<file path="src/rtl/ysyx_23060187_pkg.sv">
// Shared definitions for the ysyx_23060187 instruction-fetch slice.
//   RESET_PC_DEF    : default first fetch address after reset
//   ifetch_state_e  : fetch FSM state encoding
//   word_align()    : clears the byte-offset bits of an address
package ysyx_23060187_pkg;

   localparam logic [31:0] RESET_PC_DEF = 32'h8000_0000;

   typedef enum logic [2:0] {
      ST_IDLE    = 3'd0,
      ST_DELAY   = 3'd1,
      ST_READ    = 3'd2,
      ST_CAPT    = 3'd3,
      ST_RESP    = 3'd4,
      ST_WAIT_PC = 3'd5
   } ifetch_state_e;

   function automatic logic [31:0] word_align(input logic [31:0] addr);
      return {addr[31:2], 2'b00};
   endfunction

endpackage

</file>
<file path="src/rtl/ysyx_23060187_LFSR8.sv">
// 8-bit Fibonacci LFSR, polynomial x^8+x^6+x^5+x^4+1, free-running.
//   clk  : clock, advances every rising edge
//   rst  : asynchronous active-low reset, loads SEED
//   lfsr : current register value
// SEED must be nonzero, otherwise the register locks at zero.
module ysyx_23060187_LFSR8 #(
   parameter logic [7:0] SEED = 8'hA5
) (
   input  logic       clk,
   input  logic       rst,
   output logic [7:0] lfsr
);

   logic fb;

   assign fb = lfsr[7] ^ lfsr[5] ^ lfsr[4] ^ lfsr[3];

   always_ff @(posedge clk or negedge rst) begin
      if (!rst) lfsr <= SEED;
      else      lfsr <= {lfsr[6:0], fb};
   end

endmodule

</file>
<file path="src/rtl/ysyx_23060187_ifetch_mem.sv">
// Instruction fetch memory stage: fetches one word per accepted PC from a
// one-cycle-latency backing memory, optionally inserting 0..3 extra cycles
// of pseudo-random latency before each read, and hands the word to the IFU.
//   clk, rst                  : clock, async active-low reset
//   wbu_valid, dnpc, pc_ready : next-PC handshake from writeback
//   mem_ren, mem_raddr        : read strobe and word-aligned address
//   mem_rdata                 : read data, one cycle after mem_ren
//   inst_out, pc_out          : fetched word and its address
//   mem_IFU_valid, IFU_mem_ready : handshake toward the IFU
//   misalign_err              : sticky flag, a misaligned dnpc was accepted
//
// state      | meaning
// -----------+------------------------------------------------------
// ST_IDLE    | pick extra latency from the LFSR
// ST_DELAY   | burn the extra latency cycles
// ST_READ    | mem_ren pulse with the aligned pc
// ST_CAPT    | memory returns data, latched at the closing edge
// ST_RESP    | present inst_out/pc_out until the IFU accepts
// ST_WAIT_PC | pc_ready, wait for the next pc from writeback
module ysyx_23060187_ifetch_mem
   import ysyx_23060187_pkg::*;
#(
   parameter logic [31:0] RESET_PC   = RESET_PC_DEF,
   parameter int unsigned RAND_DELAY = 1,
   parameter logic [7:0]  LFSR_SEED  = 8'hA5
) (
   input  logic        clk,
   input  logic        rst,
   input  logic        wbu_valid,
   input  logic [31:0] dnpc,
   output logic        pc_ready,
   output logic        mem_ren,
   output logic [31:0] mem_raddr,
   input  logic [31:0] mem_rdata,
   output logic [31:0] inst_out,
   output logic        mem_IFU_valid,
   input  logic        IFU_mem_ready,
   output logic [31:0] pc_out,
   output logic        misalign_err
);

   ifetch_state_e state, state_nxt;
   logic [31:0]   pc;
   logic [1:0]    delay_cnt;
   logic [1:0]    delay_load;
   logic [7:0]    lfsr_val;
   logic          lfsr_unused;

   ysyx_23060187_LFSR8 #(
      .SEED (LFSR_SEED)
   ) u_lfsr (
      .clk  (clk),
      .rst  (rst),
      .lfsr (lfsr_val)
   );

   // Only the two low bits pick the latency; the rest just keep the sequence long.
   assign lfsr_unused = ^lfsr_val[7:2];
   assign delay_load  = (RAND_DELAY != 0) ? lfsr_val[1:0] : 2'd0;

   always_ff @(posedge clk or negedge rst) begin
      if (!rst) state <= ST_IDLE;
      else      state <= state_nxt;
   end

   always_comb begin
      state_nxt = state;
      case (state)
         ST_IDLE:    state_nxt = (delay_load == 2'd0) ? ST_READ : ST_DELAY;
         // Leave on the cycle the counter steps from 1 to 0.
         ST_DELAY:   if (delay_cnt <= 2'd1) state_nxt = ST_READ;
         ST_READ:    state_nxt = ST_CAPT;
         ST_CAPT:    state_nxt = ST_RESP;
         ST_RESP:    if (IFU_mem_ready) state_nxt = ST_WAIT_PC;
         ST_WAIT_PC: if (wbu_valid) state_nxt = ST_IDLE;
         default:    state_nxt = ST_IDLE;
      endcase
   end

   always_comb begin
      pc_ready      = 1'b0;
      mem_ren       = 1'b0;
      mem_raddr     = 32'd0;
      mem_IFU_valid = 1'b0;
      case (state)
         ST_READ: begin
            mem_ren   = 1'b1;
            mem_raddr = word_align(pc);
         end
         ST_RESP:    mem_IFU_valid = 1'b1;
         ST_WAIT_PC: pc_ready = 1'b1;
         default: ;
      endcase
   end

   always_ff @(posedge clk or negedge rst) begin
      if (!rst) begin
         pc           <= RESET_PC;
         delay_cnt    <= 2'd0;
         inst_out     <= 32'd0;
         pc_out       <= RESET_PC;
         misalign_err <= 1'b0;
      end else begin
         case (state)
            ST_IDLE:  delay_cnt <= delay_load;
            ST_DELAY: if (delay_cnt != 2'd0) delay_cnt <= delay_cnt - 2'd1;
            ST_CAPT: begin
               inst_out <= mem_rdata;
               pc_out   <= pc;
            end
            ST_WAIT_PC: begin
               if (wbu_valid) begin
                  pc <= dnpc;
                  if (dnpc[1:0] != 2'b00) misalign_err <= 1'b1;
               end
            end
            default: ;
         endcase
      end
   end

endmodule

</file>
<file path="config.mk">
export PLATFORM = sky130hd
export DESIGN_NAME = ysyx_23060187_ifetch_mem
export DESIGN_NICKNAME = d
export VERILOG_FILES = /design/src/rtl/ysyx_23060187_pkg.sv /design/src/rtl/ysyx_23060187_LFSR8.sv /design/src/rtl/ysyx_23060187_ifetch_mem.sv
export SDC_FILE = /design/constraint.sdc
export NUM_CORES = 1
export LEC_CHECK = 0
export BUFFER_PORTS_ARGS = -buffer_cell sky130_fd_sc_hd__clkbuf_2
export CAP_MARGIN = 20
export CORE_ASPECT_RATIO = 0.8
export CORE_MARGIN = 3
export CORE_UTILIZATION = 40
export DETAILED_ROUTE_END_ITERATION = 12
export PLACE_DENSITY_LB_ADDON = 0.2
export SETUP_SLACK_MARGIN = 0.15
export SLEW_MARGIN = 20
export SYNTH_ARGS = -nofsm -noshare
export SYNTH_HDL_FRONTEND = slang
export SYNTH_HIERARCHICAL = 1
export SYNTH_SLANG_ARGS = --single-unit
export TNS_END_PERCENT = 5
</file>
<file path="constraint.sdc">
create_clock -name clk -period 2.1 [get_ports clk]
set_clock_uncertainty 0.1 [all_clocks]
set_input_delay 0.42 -clock clk [delete_from_list [all_inputs] [get_ports clk]]
set_output_delay 0.42 -clock clk [all_outputs]
set_load 0.02 [all_outputs]
</file>
==> run_results.csv <==
group,metric,value,unit
detailed_routing,final_antenna_net_count,0,
placement,dp_slack,394,ps
run,max_cap_violations,0,
synthesis,synth_compound_area_share,1.71,%
final_layout,nNetsFinal,534,
final_layout,fill_cells,948,
outcome,outcome,"completed",
setup_path,crit_required,1580,ps
global_route,grt_overflow,0,
timing,hold_viol_final,0,
final_layout,final_common_cell,"clkbuf_2",
global_route,grt_max_degree,111,
timing,setup_violations,0,
setup_path,critPathMaxFanout,11,
timing,tightest_slew,579,ps
setup_path,worstSetupPathType,"flop to output pin",
setup_path,critPathCaptureType,"output pin",
timing,rsz0062_at_grt,"true",
floorplanning,die_w,125,um
setup_path,crit_family,"flip-flops",
setup_path,r2r_cells,5,
cts,post_cts_buffers,0,
final_layout,layout-drive-gt1-share,63.1,%
placement,hpwlAfterDp,6.51,mm
timing,maxSlewHeadroom,61.4,%
min_path,hold_class,"input port to async pin",
detailed_routing,via_count,2862,
final_layout,final_cell_mix,"clkbuf_2 (144), dfrtp_1 (104), mux2_2 (67)",
synthesis,yosys.area_share.simple,6.77,%
placement,portBuffers,165,
setup_path,arrival,1550,ps
timing,layout_min_cycle_time,2070,ps
pwr,power.density,1660,nW/um^2
detailed_routing,drt-pass1-iter-count,4,
final_layout,area_growth,29.5,%
cts,clock_path_buffers,2,
cts,cts_tree,"yes",
setup_path,cp_slowest_cell,"dfrtp_1",
synthesis,synthesis.area,4540,um^2
setup_path,r2r_end,"pc[17]$_DFFE_PN0P_",
setup_path,worstSetupStartpointType,"flop",
synthesis,avgSynthCellArea,15.4,um^2
setup_path,timing.rr.start,"state[1]$_DFFE_PN0P_",
synthesis,seq_area_frac_synth,60.7,%
pwr,leakage,3.03,nW
synthesis,ys_types,32,
synthesis,synth_seq_cells,110,
setup_path,crit_path_max_incr_delay,410,ps
synthesis,synth-adder-area-share,0.551,%
timing,setup-tns-final,0,ps
cts,cts_sinks,110,
global_route,grt_first_pass_wirelength,15.4,mm
setup_path,rrSetupSlack,400,ps
setup_path,cp.depth,4,
timing,fin_ws,34.8,ps
detailed_routing,viasPerCell,4.67,
global_route,antenna_found_initial,0,
placement,gp_congestion,0.747,
detailed_routing,drtIter0Drc,114,
cts,htree_levels,3,
detailed_routing,drc,0,
synthesis,muxShareOfSynthArea,26.2,%
setup_path,critPathLaunch,"state[0]$_DFFE_PN0P_",
synthesis,yosysWarnings,6,
setup_path,critPathBufInv,2,
setup_path,cp_cell_sequence,"nor3b_2 > buf_4 > and2_1 > clkbuf_2",
synthesis,synth_top_family_by_area,"multiplexers",
detailed_routing,wl_per_cell,15.3,um
floorplanning,initial_core_util,41.4,%
floorplanning,dieArea,12700,um^2
floorplanning,fp.dieH,101,um
cts,clock_latency,340,ps
detailed_routing,wirelength,9.39,mm
cts,clk_pin_slew,70,ps
timing,fmax,0.484,GHz
final_layout,diodes,0,
timing,drv_slew,0,
cts,cts_root_buffer,"clkbuf_16",
floorplanning,ios,168,
floorplanning,row_count,34,
global_route,track_usage,15.1,%
synthesis,syn_inst,295,
synthesis,synthXorXnorAreaFrac,0.578,%
global_route,grt_pass1_vias,2964,
floorplanning,core_area,11000,um^2
cts,cts-buffers-inserted,9,
timing,min_period_over_period,98.3,%
pwr,ir_drop,817,uV
==> cell families (layout without fill, tap and decap cells) <==
group           after synthesis  count (layout)
flops                       110             110
mux                          96              96
simple gates                 50              50
buf+inv                      21             194
compound gates               12              12
xor+xnor                      3               3
fa+ha+maj                     2               2
other cells                   1               2
==> Yosys cell counts <==
library cell / instances / area share (%)
or3_1: 1 / 0.14
nor2_1: 4 / 0.33
xor2_1: 1 / 0.19
buf_6: 8 / 2.0
o21bai_1: 2 / 0.33
or4_1: 1 / 0.17
mux2_2: 67 / 17
ha_1: 2 / 0.55
and2_1: 30 / 4.1
or4b_2: 1 / 0.22
buf_2: 3 / 0.33
o21ai_0: 4 / 0.44
dfstp_2: 6 / 3.5
nand2_1: 3 / 0.25
clkbuf_1: 4 / 0.33
a21oi_1: 2 / 0.22
conb_1: 1 / 0.083
dfrtp_1: 104 / 57
nor3b_1: 3 / 0.50
xnor2_1: 2 / 0.39
a211oi_1: 1 / 0.17
nand2_2: 1 / 0.14
o32a_1: 1 / 0.22
a31oi_1: 1 / 0.14
mux2_4: 29 / 9.6
nand3b_1: 2 / 0.33
buf_4: 3 / 0.50
inv_1: 3 / 0.25
nor3_1: 1 / 0.11
nor2b_1: 2 / 0.28
o311ai_0: 1 / 0.19
and3b_1: 1 / 0.19
==> worst reg2reg max path, delay by kind of cell, from the launching register on <==
kind / cells / cell delay (ps)
DFF: 1 / 380
muxes: 1 / 330
buffers and inverters: 2 / 400
and+or+nand+nor: 2 / 390
==> routing by layer <==
layer | track usage, % | vias up | wire [um]
li1 | - | 1348 | -
met1 | 21.0 | 1387 | 4270
met2 | 22.7 | 117 | 4190
met3 | 6.01 | 10 | 843
met4 | 3.50 | 0 | 83
met5 | 0 | - | 0
==> layout make-up <==
type                       count  area, um^2  area share, %
inverter                       3        11.3          0.191
timing repair buffer         175        1000           17.0
multi-input combinational    165        1640           27.9
sequential                   110        2760           46.9
tap                          144         180           3.06
clock inverter                 7        66.3           1.13
clock buffer                   9         225           3.83
==> worst max-delay path by stage <==
stage / end / slack, ps
after floorplan: mem_raddr[22] / 370
after global routing: mem_raddr[22] / -60
after global placement: pc[12]$_DFFE_PN0P_ / 390
after CTS: mem_raddr[10] / 20
after detailed placement: pc[17]$_DFFE_PN0P_ / 390
final: mem_raddr[30] / 30
==> registers in the layout, indices dropped and copies added, names as in the netlist <==
register	flops
misalign_err	1
u_lfsr/lfsr	8
inst_out	32
delay_cnt	2
state	3
pc_out	32
pc	32
==> where the power goes <==
group,leakage [nW],internal (mW),switching [mW]
combinational,1.56,2.13,2.31
sequential,1.33,3.11,0.550
clock,0.144,0.835,0.810
total,3.03,6.08,3.67
==> through the flow <==
step                      util, %  hold WS, ps  cell area (um^2)  cells  total power [mW]
after floorplan                 -         24.4              4550    296              6.67
after global routing         53.6         96.5              5880    613              10.4
final                        53.6         32.1              5880    613              9.74
after CTS                    53.1         71.2              5820    613              9.78
after detailed placement     50.4          247              5530    597              8.10
after global placement       50.4          238              5530    597              7.98
==> what timing repair did <==
action,4_1_cts,5_1_grt
setup endpoints to repair,30,31
hold buffers,0,0
resized for setup,0,43
cloned,0,0
Note: power is estimated with default switching activity, not from simulation.
